[src/rtl/shift_arbiter.sv]
// shift_arbiter: round-robin sharing of one barrel shifter among NUM_REQ requesters
// with a registered single-entry result slot.
module barrel_shift #(
  parameter int LENGTH = 8,
  parameter int LEFT = 1
) (
  input  logic [LENGTH-1:0]         data,
  input  logic [$clog2(LENGTH)-1:0] shamt,
  output logic [LENGTH-1:0]         result
);
  assign result = LEFT != 0 ? data << shamt : data >> shamt;
endmodule

module shift_arbiter #(
  parameter int NUM_REQ = 4,
  parameter int LENGTH = 8,
  parameter int LEFT = 1
) (
  input  logic                                clk,
  input  logic                                rst_n,
  input  logic [NUM_REQ-1:0]                  req_valid,
  input  logic [NUM_REQ*LENGTH-1:0]           req_data,
  input  logic [NUM_REQ*$clog2(LENGTH)-1:0]   req_shamt,
  output logic [NUM_REQ-1:0]                  req_ready,
  output logic                                resp_valid,
  input  logic                                resp_ready,
  output logic [LENGTH-1:0]                   resp_data,
  output logic [$clog2(NUM_REQ)-1:0]          resp_id
);
  localparam int SW = $clog2(LENGTH);
  localparam int IW = $clog2(NUM_REQ);
  typedef enum logic {EMPTY, FULL} state_t;
  state_t state;
  logic [IW-1:0] last_grant, grant_id, idx;
  logic grant, can_accept;
  logic [LENGTH-1:0] data_arr [NUM_REQ];
  logic [SW-1:0] shamt_arr [NUM_REQ];
  logic [LENGTH-1:0] shifted;
  for (genvar g = 0; g < NUM_REQ; g++) begin : g_unpack
    assign data_arr[g] = req_data[g*LENGTH +: LENGTH];
    assign shamt_arr[g] = req_shamt[g*SW +: SW];
  end
  assign can_accept = rst_n && (state == EMPTY || resp_ready);
  // Scan from farthest to nearest so the nearest valid index after last_grant wins.
  always_comb begin
    grant = 1'b0;
    grant_id = '0;
    idx = '0;
    for (int k = NUM_REQ; k >= 1; k--) begin
      idx = IW'((int'(last_grant) + k) % NUM_REQ);
      if (can_accept && req_valid[idx]) begin
        grant = 1'b1;
        grant_id = idx;
      end
    end
  end
  assign req_ready = grant ? NUM_REQ'(1) << grant_id : '0;
  barrel_shift #(.LENGTH(LENGTH), .LEFT(LEFT)) u_shift (
    .data(data_arr[grant_id]),
    .shamt(shamt_arr[grant_id]),
    .result(shifted)
  );
  always_ff @(posedge clk) begin
    if (!rst_n) begin
      state <= EMPTY;
      resp_valid <= 1'b0;
      resp_data <= '0;
      resp_id <= '0;
      last_grant <= IW'(NUM_REQ - 1);
    end else if (grant) begin
      state <= FULL;
      resp_valid <= 1'b1;
      resp_data <= shifted;
      resp_id <= grant_id;
      last_grant <= grant_id;
    end else if (state == FULL && resp_ready) begin
      state <= EMPTY;
      resp_valid <= 1'b0;
    end
  end
endmodule

[config.mk]
export PLATFORM = sky130hd
export DESIGN_NAME = shift_arbiter
export DESIGN_NICKNAME = d
export VERILOG_FILES = /design/src/rtl/shift_arbiter.sv
export SDC_FILE = /design/constraint.sdc
export NUM_CORES = 1
export LEC_CHECK = 0
export ABC_AREA = 1
export BUFFER_PORTS_ARGS = -buffer_cell sky130_fd_sc_hd__buf_4
export CAP_MARGIN = 10
export CELL_PAD_IN_SITES_DETAIL_PLACEMENT = 1
export CELL_PAD_IN_SITES_GLOBAL_PLACEMENT = 2
export CORE_MARGIN = 2
export CORE_UTILIZATION = 23
export DETAILED_ROUTE_END_ITERATION = 7
export MAX_ROUTING_LAYER = met4
export PLACE_DENSITY_LB_ADDON = 0.1
export SLEW_MARGIN = 20
export SYNTH_ARGS = -nofsm -noshare
export SYNTH_HDL_FRONTEND = slang
export SYNTH_SLANG_ARGS = --single-unit
[constraint.sdc]
create_clock -name clk -period 2.65 [get_ports clk]
set_clock_uncertainty 0.2 [all_clocks]
set_input_delay 0.1325 -clock clk [delete_from_list [all_inputs] [get_ports clk]]
set_output_delay 0.1325 -clock clk [all_outputs]
set_load 0.005 [all_outputs]
==> summary by stage <==
Outcome
The flow ran to the end, and the final reports show no timing, DRC or antenna violations.

Flow run
Max-cap violations in this run came to 0.

Route
Across all layers, the routed design uses 2131 vias. In this run, the number of DRC markers left after iteration 0 of detailed routing was 52. The number of DRC violations after detailed routing is 0. After detailed routing, the number of vias per cell comes to 4.43. The count of nets left with antenna violations once routing finished came out at 0. Dividing the detail-routed wire length by the instance count gives 12.6 um. The final layout contains routed wiring with a total length of 6080 um. The first detailed-routing pass ran for 4 iterations.

Setup path
The worst register-to-register path begins at last_grant[0]$_SDFFE_PN1P_. The worst setup path is captured at a flip-flop. The setup path with the least slack is of type reg2reg. Counting buffers and inverters, the worst setup path is 16 cells deep. The data arrival at the endpoint of the critical path is 2.41 ns.

Following the worst setup path forward leads to its endpoint at resp_data[3]$_SDFFE_PN0P_. For flop-to-flop paths, the worst setup slack is around 0.2 ns. Together, buffers and inverters on the worst path number 2.

The worst setup path is launched from a flip-flop. The most critical setup path has its startpoint at last_grant[0]$_SDFFE_PN1P_. The worst-path cell with the longest stage delay is sky130_fd_sc_hd__dfxtp_4.

Among cell families on the critical path, the largest total delay comes from simple AND/OR/NAND/NOR gates. The critical register-to-register path endpoint is resp_data[3]$_SDFFE_PN0P_. On the worst path, the slowest cell contributes a delay of about 0.40 ns. The path depth of the worst reg2reg path is 16. Traced cell by cell, the critical path runs through buf_6 > nand2_2 > nand2_4 > nand2_1 > nand2_1 > nand3_2 > nand2_2 > nand2_4 > buf_8 > nand3_2 > nand2_2 > o21ai_4 > nand2_1 > nand3_1 > nand3_1 > a21oi_1. Along the worst path, the maximum fanout reaches 8. The required arrival time at the worst endpoint is 2.62 ns.

Synthesis
The mean post-synth cell area is 5.56 um2. The top cell type by area accounts for 33.3% of the synthesized area. After synthesis, the most frequently instantiated cells are 150 x sky130_fd_sc_hd__nand2_1, 46 x sky130_fd_sc_hd__nand3_1, 23 x sky130_fd_sc_hd__inv_1, 13 x sky130_fd_sc_hd__dfxtp_1, 13 x sky130_fd_sc_hd__nand2_2.

The number of instances in the synthesized netlist is just over 300. The summed instance area of the synthesized netlist is around 1700 um2. sky130_fd_sc_hd__nand2_1 is the most common cell in the netlist. Of the synthesized area, sequential elements account for 15.4%. Ranked by total cell area, the synthesized netlist is headed by sky130_fd_sc_hd__nand2_1 33%, sky130_fd_sc_hd__dfxtp_1 15%, sky130_fd_sc_hd__nand3_1 14%, sky130_fd_sc_hd__inv_1 5.1%, sky130_fd_sc_hd__nand2_2 4.8%. Synthesis produced a netlist with a net count of 355. In the synthesized netlist the dominant register cell turns out to be sky130_fd_sc_hd__dfxtp_1. Yosys printed 0 warnings. The post-synthesis register bit count is 13. Counting distinct cell types in the post-synthesis netlist gives 22. The share of flip-flops with an asynchronous set or reset after synthesis is 0%.

The number of flops mapped to enable cells by yosys is 0. The synthesized design spends more area on one cell type than any other, namely sky130_fd_sc_hd__nand2_1.

Place
The placed wire-length estimate is between 4000 and 5000 um. At the end of routability-driven placement, the weighted congestion stood at roughly 0.83. At the placement stage, the worst setup path has a slack of 0.0128 ns. The placed instance count is about 470.

The number of input and output port buffers inserted is 65.

CTS
The sink count of the clock tree is 13. Counting along the longest clock path gives a buffer depth of 2. Clock tree synthesis selected as its root buffer the cell sky130_fd_sc_hd__clkbuf_8. The later pin in the worst-skew pair is clocked with a latency of ~0.24 ns. The number of clock buffers added by TritonCTS is 3. CTS built an H-tree with a depth of 1. After clock tree synthesis, the clock-pin slew on the worst setup and hold paths is approximately 0.06 ns.

TritonCTS built the clock tree.

Global route
The largest net degree at the start of global routing is 20. For this run, the total global-route usage over all layers was measured as 16.0%. The initial antenna violation count is 0. The first global-routing pass estimated about 11000 um of wire. After global routing the overflow that remains totals 0.

The via count of the first global-routing pass is 2263.

Worst hold path
The min-delay analysis places its worst path in the category in2reg.

Layout
The multi-input logic area is roughly 1300 um2. Measured on the finished design, the core utilization comes to 36.0%. The layout filler cell count is 975. Cells with a size suffix above 1 make up a little over a third of the layout. The number of nets in the finished design is 434. The count of placed standard cells in the final layout, fillers left out is 481. The sequential cells in the finished layout cover a total of 268 um2. The number of antenna diodes in the final layout is 0.

The post-synthesis to final-layout area growth is 52.9%.

STA
The count of endpoints failing hold in the final timing report is 0. The slew of the pin with the lowest slew margin is 0.289 ns. The final-layout worst hold slack is 0.0269 ns. The final critical path time including I/O delays and setup is approximately 2.4 ns. The final max-slew violation count came to 0. Setup repair after global routing could not meet its margin everywhere. Adding up every negative setup slack in the final design gives 0 ns. The worst path meets setup with 0.204 ns of slack. The post-route fraction of the period consumed by the critical path is a little over 90%. The worst slew margin relative to its limit is 80.7%. Setup violations remaining at the end of the flow were counted as 0. For this run, the top clock speed supported by timing is ~410 MHz.

Floorplanning
The die covers approximately 8000 um2. The initial core utilization is 23.6%. Pin placement for this block handled 66 I/O pins. The die span in x is 89.7 um. The total core area is 7180 um2. The die height is 89.7 um. The number of core rows is 31.

Power
Across the VDD grid, the largest voltage drop is 596 uV. For this design the ratio of total power to cell area is about 1500 nW/um2. In this run the static leakage power is 1.40 nW.
-- final cells by class --
cell class	instances	share of cell area, %
clock buffers	4	1.74
inverters	28	4.45
multi-input cells	251	50.2
flip-flops and latches	13	10.4
well taps	99	4.79
repair buffers	86	28.4
-- cell usage in the layout, fill, tap and decap left out, types with 2 or more instances in the layout --
master,instances
sky130_fd_sc_hd__nand2_1,142
sky130_fd_sc_hd__buf_4,76
sky130_fd_sc_hd__nand3_1,44
sky130_fd_sc_hd__inv_1,23
sky130_fd_sc_hd__nand2_2,18
sky130_fd_sc_hd__dfxtp_1,11
sky130_fd_sc_hd__a21oi_1,9
sky130_fd_sc_hd__nand2_4,6
sky130_fd_sc_hd__nand3_2,6
sky130_fd_sc_hd__nand3b_1,6
sky130_fd_sc_hd__nor2_1,5
sky130_fd_sc_hd__o21ai_4,4
sky130_fd_sc_hd__buf_12,4
sky130_fd_sc_hd__a21oi_4,3
sky130_fd_sc_hd__clkbuf_8,3
sky130_fd_sc_hd__buf_6,3
sky130_fd_sc_hd__inv_4,2
sky130_fd_sc_hd__clkinv_1,2
sky130_fd_sc_hd__o211ai_1,2
sky130_fd_sc_hd__dfxtp_4,2
-- sequential cells by signal, indices dropped and copies added (netlist names) --
register,flops
resp_data,8
last_grant,2
resp_id,2
state,1
-- worst min path at each step --
stage	startpoint	endpoint	slack, ns	cells past startpoint
6_report	resp_ready	state$_SDFFE_PN0P_	0.03	4
3_5_place_dp	rst_n	resp_data[7]$_SDFFE_PN0P_	0.20	3
5_1_grt	resp_ready	state$_SDFFE_PN0P_	0.05	4
3_3_place_gp	rst_n	resp_data[6]$_SDFFE_PN0P_	0.19	3
4_1_cts	resp_ready	state$_SDFFE_PN0P_	0.03	4
2_1_floorplan	rst_n	resp_data[6]$_SDFFE_PN0P_	0.03	2
-- metrics by stage --
stage / total power, mW / cell area, um2
3_5_place_dp: 3.46 / 2340
5_1_grt: 4.47 / 2580
2_1_floorplan: 2.52 / 1690
4_1_cts: 3.65 / 2400
6_report: 3.99 / 2580
3_3_place_gp: 3.43 / 2340
-- power breakdown --
part	switching [mW]	total [mW]	internal [mW]
Combinational	2.05	3.47	1.43
Clock	0.0760	0.182	0.106
Sequential	0.0612	0.337	0.276
-- tightest hold or removal path, cell delays in order --
cell and delay [ns]:
sky130_fd_sc_hd__buf_4 0.08, sky130_fd_sc_hd__clkinv_1 0.04, sky130_fd_sc_hd__nand2_1 0.09, sky130_fd_sc_hd__a21oi_1 0.08
-- timing repair --
item | 4_1_cts | 5_1_grt
setup buffers | 0 | 7
hold buffers | 1 | 0
hold endpoints to repair | 4 | 0
setup endpoints to repair | 0 | 10
resized for setup | 0 | 32
-- per-layer routing --
| metal | GRT usage (%) | routed length [um] | up-vias |
|---|---|---|---|
| li1 | - | - | 1113 |
| met1 | 19.0 | 2790 | 974 |
| met2 | 28.8 | 3040 | 39 |
| met3 | 2.85 | 197 | 5 |
| met4 | 2.82 | 56 | 0 |
| met5 | - | 0 | - |
-- kinds of logic (layout without fill, tap and decap cells) --
kind of cell	count (synthesis)	in the layout	share of synthesized area [%]
buffers and inverters	40	118	11.4
AOI/OAI and AO/OA	20	20	11.0
and+or+nand+nor	231	231	62.2
DFF	13	13	15.4
Power figures use the tool's default switching activity.
